File: src/rtl/fetch_unit.sv
// Instruction fetch stage: PC sequencing, 1-cycle-latency imem reads, prefetch FIFO, redirect flush.
// Optional statistics counters are enabled by defining FETCH_STATS_EN.
module fetch_unit #(
  parameter int unsigned          ADDR_W   = 32,
  parameter int unsigned          INST_W   = 32,
  parameter int unsigned          DEPTH    = 4,
  parameter logic [ADDR_W-1:0]    RESET_PC = '0
) (
  input  logic              clock,
  input  logic              reset,
  input  logic              enable,
  input  logic              redirect,
  input  logic [ADDR_W-1:0] redirect_pc,
  output logic              imem_req,
  output logic [ADDR_W-1:0] imem_addr,
  input  logic              imem_rvalid,
  input  logic [INST_W-1:0] imem_rdata,
  output logic              inst_valid,
  input  logic              inst_ready,
  output logic [INST_W-1:0] inst,
  output logic [ADDR_W-1:0] inst_pc
`ifdef FETCH_STATS_EN
  ,
  output logic [31:0]       stat_fetched,
  output logic [15:0]       stat_flushes,
  output logic [31:0]       stat_stalls
`endif
);

  localparam int unsigned PTR_W = (DEPTH > 1) ? $clog2(DEPTH) : 1;
  localparam int unsigned CNT_W = PTR_W + 1;

  typedef enum logic [1:0] {
    IDLE  = 2'd0,
    RUN   = 2'd1,
    FLUSH = 2'd2
  } state_e;

  state_e            state_q, state_d;
  logic [ADDR_W-1:0] pc_q, pc_d;
  logic [ADDR_W-1:0] req_pc_q, req_pc_d;
  logic              out_q, out_d;
  logic [PTR_W-1:0]  rd_q, rd_d;
  logic [PTR_W-1:0]  wr_q, wr_d;
  logic [CNT_W-1:0]  cnt_q, cnt_d;

  logic [INST_W-1:0] inst_mem_q [DEPTH];
  logic [ADDR_W-1:0] pc_mem_q   [DEPTH];

  logic issue;
  logic head_valid;
  logic push;
  logic pop;
  logic unused_rpc_lsbs;

  assign unused_rpc_lsbs = ^redirect_pc[1:0];

  // Credit check counts the in-flight read so its response always has a free slot.
  always_comb begin
    issue      = 1'b0;
    head_valid = (cnt_q != '0);
    push       = 1'b0;
    pop        = 1'b0;
    if (!reset) begin
      issue = (state_q == RUN) && !redirect &&
              ((cnt_q + CNT_W'(out_q)) < CNT_W'(DEPTH));
      push  = imem_rvalid && (state_q != FLUSH) && !redirect;
      pop   = head_valid && !redirect && inst_ready;
    end
  end

  always_comb begin
    state_d  = state_q;
    pc_d     = pc_q;
    req_pc_d = req_pc_q;
    out_d    = issue;
    rd_d     = rd_q;
    wr_d     = wr_q;
    cnt_d    = cnt_q;

    if (redirect) begin
      state_d = FLUSH;
      pc_d    = {redirect_pc[ADDR_W-1:2], 2'b00};
      rd_d    = '0;
      wr_d    = '0;
      cnt_d   = '0;
    end else begin
      case (state_q)
        IDLE:    if (enable) state_d = RUN;
        RUN:     if (!enable) state_d = IDLE;
        FLUSH:   state_d = enable ? RUN : IDLE;
        default: state_d = IDLE;
      endcase

      if (issue) begin
        pc_d     = pc_q + ADDR_W'(4);
        req_pc_d = pc_q;
      end

      if (push) wr_d = wr_q + PTR_W'(1);
      if (pop)  rd_d = rd_q + PTR_W'(1);
      cnt_d = cnt_q + CNT_W'(push) - CNT_W'(pop);
    end
  end

  always_ff @(posedge clock) begin
    if (reset) begin
      state_q  <= IDLE;
      pc_q     <= RESET_PC;
      req_pc_q <= RESET_PC;
      out_q    <= 1'b0;
      rd_q     <= '0;
      wr_q     <= '0;
      cnt_q    <= '0;
    end else begin
      state_q  <= state_d;
      pc_q     <= pc_d;
      req_pc_q <= req_pc_d;
      out_q    <= out_d;
      rd_q     <= rd_d;
      wr_q     <= wr_d;
      cnt_q    <= cnt_d;
    end
  end

  // Storage needs no reset: the head is only exposed while the FIFO is non-empty.
  always_ff @(posedge clock) begin
    if (push) begin
      inst_mem_q[wr_q] <= imem_rdata;
      pc_mem_q[wr_q]   <= req_pc_q;
    end
  end

  assign imem_req   = issue;
  assign imem_addr  = pc_q;
  assign inst_valid = head_valid && !redirect && !reset;
  assign inst       = inst_valid ? inst_mem_q[rd_q] : '0;
  assign inst_pc    = inst_valid ? pc_mem_q[rd_q]   : '0;

  a_no_overflow: assert property (@(posedge clock) disable iff (reset)
    !(push && (cnt_q == CNT_W'(DEPTH)) && !pop));

`ifdef FETCH_STATS_EN
  logic [31:0] fetched_q;
  logic [15:0] flushes_q;
  logic [31:0] stalls_q;

  always_ff @(posedge clock) begin
    if (reset) begin
      fetched_q <= '0;
      flushes_q <= '0;
      stalls_q  <= '0;
    end else begin
      if (pop)                     fetched_q <= fetched_q + 32'd1;
      if (redirect)                flushes_q <= flushes_q + 16'd1;
      if (inst_valid && !inst_ready) stalls_q <= stalls_q + 32'd1;
    end
  end

  assign stat_fetched = fetched_q;
  assign stat_flushes = flushes_q;
  assign stat_stalls  = stalls_q;
`endif

endmodule

File: config.mk
export PLATFORM = sky130hd
export DESIGN_NAME = fetch_unit
export DESIGN_NICKNAME = d
export VERILOG_FILES = /design/src/rtl/fetch_unit.sv
export SDC_FILE = /design/constraint.sdc
export NUM_CORES = 1
export LEC_CHECK = 0
export ABC_CLOCK_PERIOD_IN_PS = 3400
export CORE_MARGIN = 1
export CORE_UTILIZATION = 30
export DETAILED_ROUTE_END_ITERATION = 12
export PLACE_DENSITY_LB_ADDON = 0.05
export SETUP_SLACK_MARGIN = 0.02
export SLEW_MARGIN = 20
export SYNTH_ARGS = -nofsm -noshare
export SYNTH_HDL_FRONTEND = slang
export SYNTH_SLANG_ARGS = --single-unit
File: constraint.sdc
create_clock -name clock -period 3.4 [get_ports clock]
set_input_delay 0.34 -clock clock [delete_from_list [all_inputs] [get_ports clock]]
set_output_delay 0.34 -clock clock [all_outputs]
set_load 0.01 [all_outputs]
==> results.md <==
- Status: complete, no violations
- CP max FO: 24
- First-pass GRT wire length: 47.5 mm
- IO Port Bufs: 161
- Area share of the largest cell type after synthesis: 0.584
- RSZ-0062 raised after global routing: no
- ANT cells: 0
- Gr usage total: 0.146
- DP HPWL: 19.4 mm
- Die H: 208 µm
- Worst Path Required: 3.06 ns
- Critical Path, Cell by Cell: buf_12 -> mux4_2 -> and2_1 -> clkdlybuf4s50_1
- Synth top area cells: edfxtp_1, dfxtp_1, mux4_2
- Fmax: 332 MHz
- Synth Register Bits: 320
- Sequential area share after synthesis: 0.697
- DRT antenna net count: 0
- Die Wd: 208 µm
- Synthesis Warnings: 0
- Asr flop ratio synth: 0
- Sequential cell area: 0.00890 mm²
- Setup violations, final: 0
- Final period utilization: 0.887
- CTS sink cnt: 320
- EDFF count, synth: 248
- Hold Fails Final Rpt: 0
- TritonCTS Buffers: 38
- GP Congestion: 0.713
- Worst-Margin Slew: 0.770 ns
- Root buffer cell: clkbuf_16
- Main synth FF type: edfxtp_1
- Commonest cells post-synth: edfxtp_1, nand2_1, dfxtp_1, and2_1, mux4_2
- Largest stage delay, worst path: 0.60 ns
- Rel. slew slack: 0.481
- Final layout net count: 1074
- Row count: 75
- Leak: 5.34 nW
- # IOs: 168
- Initial Util: 0.304
- Setup TNS: 0 ns
- Post-synth top area cell: edfxtp_1
- CP Class: flop to output pin
- Synth Area per Inst: 15.6 µm²
- Worst skew pair latency: 0.54 ns
- Largest net degree at the start of global routing: 61
- Layout cells sized above 1: 0.159
- Post-Route Utilization: 0.392
- Core region area: 0.0419 mm²
- Pre-antenna DRT Iters: 5
- Post-Syn Instances: 817
- Final hold slack: 0.227 ns
- Slowest CP cell: dfxtp_4
- TritonCTS clock tree: built
- Library cells used by synthesis: 58
- Hold Buf Count CTS: 0
- Worst vdd ir: 261 µV
- Max clock buf depth: 3
- Most frequent cell after synthesis: edfxtp_1
- Resize count post-CTS: 0
- Vias in the first global route: 7666
- Initial antenna violation count: 0
- CP arrival: 2.68 ns
- Post-CTS setup buffer count: 0
- Multi-input combinational cell area: 0.00361 mm²
- Post-route DRC: 0
- Crit end category: output pin
- Gr ovfl total: 0
- Fin crit period: 3.02 ns
- Slew Viols, Final: 0
- Max-cap violations: 0
- Startpoint types: flop
- Detailed Route Iter0 Violations: 354
- Clk slew on worst S/H paths: 0.05 ns
- CP bufs+invs: 2
- Die area: 0.0433 mm²
- Total Routed Length: 31.1 mm
- Fillers: 3906
- Synthesized cell area: 0.0128 mm²
- Routed len/inst: 19.9 µm
- Number of H-tree levels: 2
- Final Power: 8.74 mW
- Layout Skew: 0.0165 ns
- DR vias/cell: 4.71
- Via Count: 7356
- Pwr Density: 532 mW/mm²
- Crit-path leading delay family: buffers and inverters
- Area Overhead vs Synth: 28.8%
- Hold crit path type: input pin to flop
sequential cells by signal, indices dropped and copies added (netlist names), named ones only:
| name | flops |
|---|---|
| state_q | 2 |
| rd_q | 2 |
| wr_q | 2 |
| req_pc_q | 30 |
| cnt_q | 3 |
| pc_mem_q | 120 |
| imem_addr | 30 |
| out_q | 1 |
| inst_mem_q | 128 |
power breakdown:
group / switching [mW] / internal, mW
combinational: 0.150 / 0.169
sequential: 0.0540 / 4.24
clock: 1.57 / 2.56
total: 1.77 / 6.97
layout make-up:
cell class | count | share of cell area
Clock buffer | 56 | 0.0697
Tap cell | 539 | 0.0411
Clock inverter | 11 | 0.00807
Multi-Input combinational cell | 436 | 0.220
Timing Repair Buffer | 185 | 0.116
Sequential cell | 320 | 0.542
Inverter | 15 | 0.00343
worst min-delay path: cells and delay by family:
kind                   cells  cell delay (ns)
buffers and inverters      1             0.10
and+or+nand+nor            2             0.29
stage by stage:
stage / setup WS, ns / cell area, µm² / instances
floorplan: 0.303 / 12800 / 820
global placement: 0.464 / 15200 / 1495
detailed placement: 0.456 / 15200 / 1495
CTS: 0.278 / 16400 / 1562
global route: 0.217 / 16400 / 1562
finish: 0.385 / 16400 / 1562
final timing paths:
path	startpoint	to	slack, ns	depth (start not counted)
worst max-delay path	flop	inst_pc[16]	0.38	4
worst min-delay path	reset	flop	0.23	3
worst max register to register	state_q[1]	cnt_q[2]	0.81	11
worst min register to register	req_pc_q[24]	req_pc_q[24]	0.50	2
per-layer routing:
metal  vias to the layer above  global-route usage  part of all wire
li1                       3454                   -                 -
met3                        49              0.0352             0.053
met1                      3657               0.206              0.48
met2                       196               0.222              0.45
met5                         -                   0                 0
met4                         0              0.0421             0.020
logic make-up after synthesis:
group / count (synthesis) / synth area share
AO/OA/AOI/OAI: 92 / 0.0440
XOR/XNOR: 19 / 0.0130
adder cells (fa/ha/maj): 8 / 0.00844
buffers and inverters: 64 / 0.0220
flip-flops: 320 / 0.697
multiplexers: 67 / 0.114
other: 1 / 0.000294
AND/OR/NAND/NOR: 246 / 0.102
cells in the final DEF, fill, tap and decap left out, drive strengths merged, types with 10 or more instances in the layout:
master and n:
edfxtp 248, clkdlybuf4s50 160, nand2 91, dfxtp 72
and2 70, mux4 62, clkbuf 56, a21oi 49
nor2 26, buf 25, inv 16, nand3 16
nand4 14, xor2 11, o21ai 10
Power figures use the tool's default switching activity.
==> RTL edit: new RTL, same flow settings <==
Re-encode `state_e` (3 states) as one-hot, 3 bits wide.
--- a/src/rtl/fetch_unit.sv
+++ b/src/rtl/fetch_unit.sv
@@ -32,6 +32,6 @@
 
-  typedef enum logic [1:0] {
-    IDLE  = 2'd0,
-    RUN   = 2'd1,
-    FLUSH = 2'd2
+  typedef enum logic [2:0] {
+    IDLE  = 3'b001,
+    RUN   = 3'b010,
+    FLUSH = 3'b100
   } state_e;
Behaviour: no difference found for any inputs over 4 cycles, from zero or initial values and one cycle with reset high; so few cycles prove little.
==> RTL edit against the original RTL <==
Sequential cell count rose by 1. Global-route usage increased by 0.61 points. Area after synthesis about the same. Setup slack worse by 0.065 ns. Total power shrank 2.6%. Final area shrank 0.11%. Cell count rose by 0.70%. Wire length up 3.1%. Critical endpoint is now inst_pc[2].
==> RTL edit: results (changes against the original RTL) <==
* Commonest cells in the synthesized netlist: edfxtp_1, nand2_1, dfxtp_1, and2_1, mux4_2
* TritonCTS Buffers at 40 (+5.3%)
* Clk pwr at 3.88 mW (-6.1%)
* Crit-path max cell delay at 0.62 ns (+0.02 ns)
* Layout clock buffers at 59 (+5.4%)
* Worst path arrival time at 2.74 ns (+0.06 ns)
* Reg2reg path depth at 6 (-5)
* P_comb at 0.331 mW (+4%)
* Post-Route M1 WL at 15,500 µm (+4.2%)
* Clk_skew at 0.0131 ns (-0.00340 ns)
* Largest net degree at the start of global routing at 65 (+6.6%)
* Reg2reg start: imem_addr[3]
* Area grow syn2layout at 28.7% (about the same)
* Placed cell area at 15,200 µm² (+0.33%)
* First-pass GRT wire length at 50,000 µm (+5.2%)
* Reg2reg end: imem_addr[30]
* R2r setup slk at 0.87 ns (+0.06 ns)
* Status: complete, no violations
* CP max FO at 29 (+21%)
* Detailed placement HPWL at 20,200 µm (+3.8%)
* Nets at 1,080 (+0.56%)
* Share of post-route cells with drive strength above 1 at 0.167 (+0.00814)
* Count of cell types in the netlist at 60 (+3.4%)
* Vias/cell at 4.74 (+0.64%)
* Fraction of area in multi-input gates at 0.220 (+0.000389)
* Worst slack at placement at 0.407 ns (-0.0492 ns)
## RTL edit: cell types whose count changed in the layout (fill, tap and decap cells not counted), sizes merged, moves of 4 or more
cell,delta
buf,+7
nand4,-6
and3,-5
nand2,-4
nand3,-6
xor2,-8
clkinv,+5
o22ai,-4
nor3,+6
xnor2,+5
a31oi,+4
## RTL edit: stage by stage
step	total power [mW]	hold WS, ns
finish	8.51	0.202
global route	8.84	0.210
CTS	8.66	0.181
detailed placement	4.72	0.490
global placement	4.72	0.485
floorplan	4.50	0.439
## RTL edit: kinds of logic after synthesis
| logic type | Yosys count | share of synthesized area |
|---|---|---|
| buffers and inverters | 62 | 0.0205 |
| other | 1 | 0.000294 |
| multiplexers | 64 | 0.111 |
| flip-flops | 321 | 0.699 |
| XOR/XNOR | 16 | 0.0110 |
| adder cells (fa/ha/maj) | 8 | 0.00844 |
| AO/OA/AOI/OAI | 102 | 0.0490 |
| AND/OR/NAND/NOR | 238 | 0.101 |
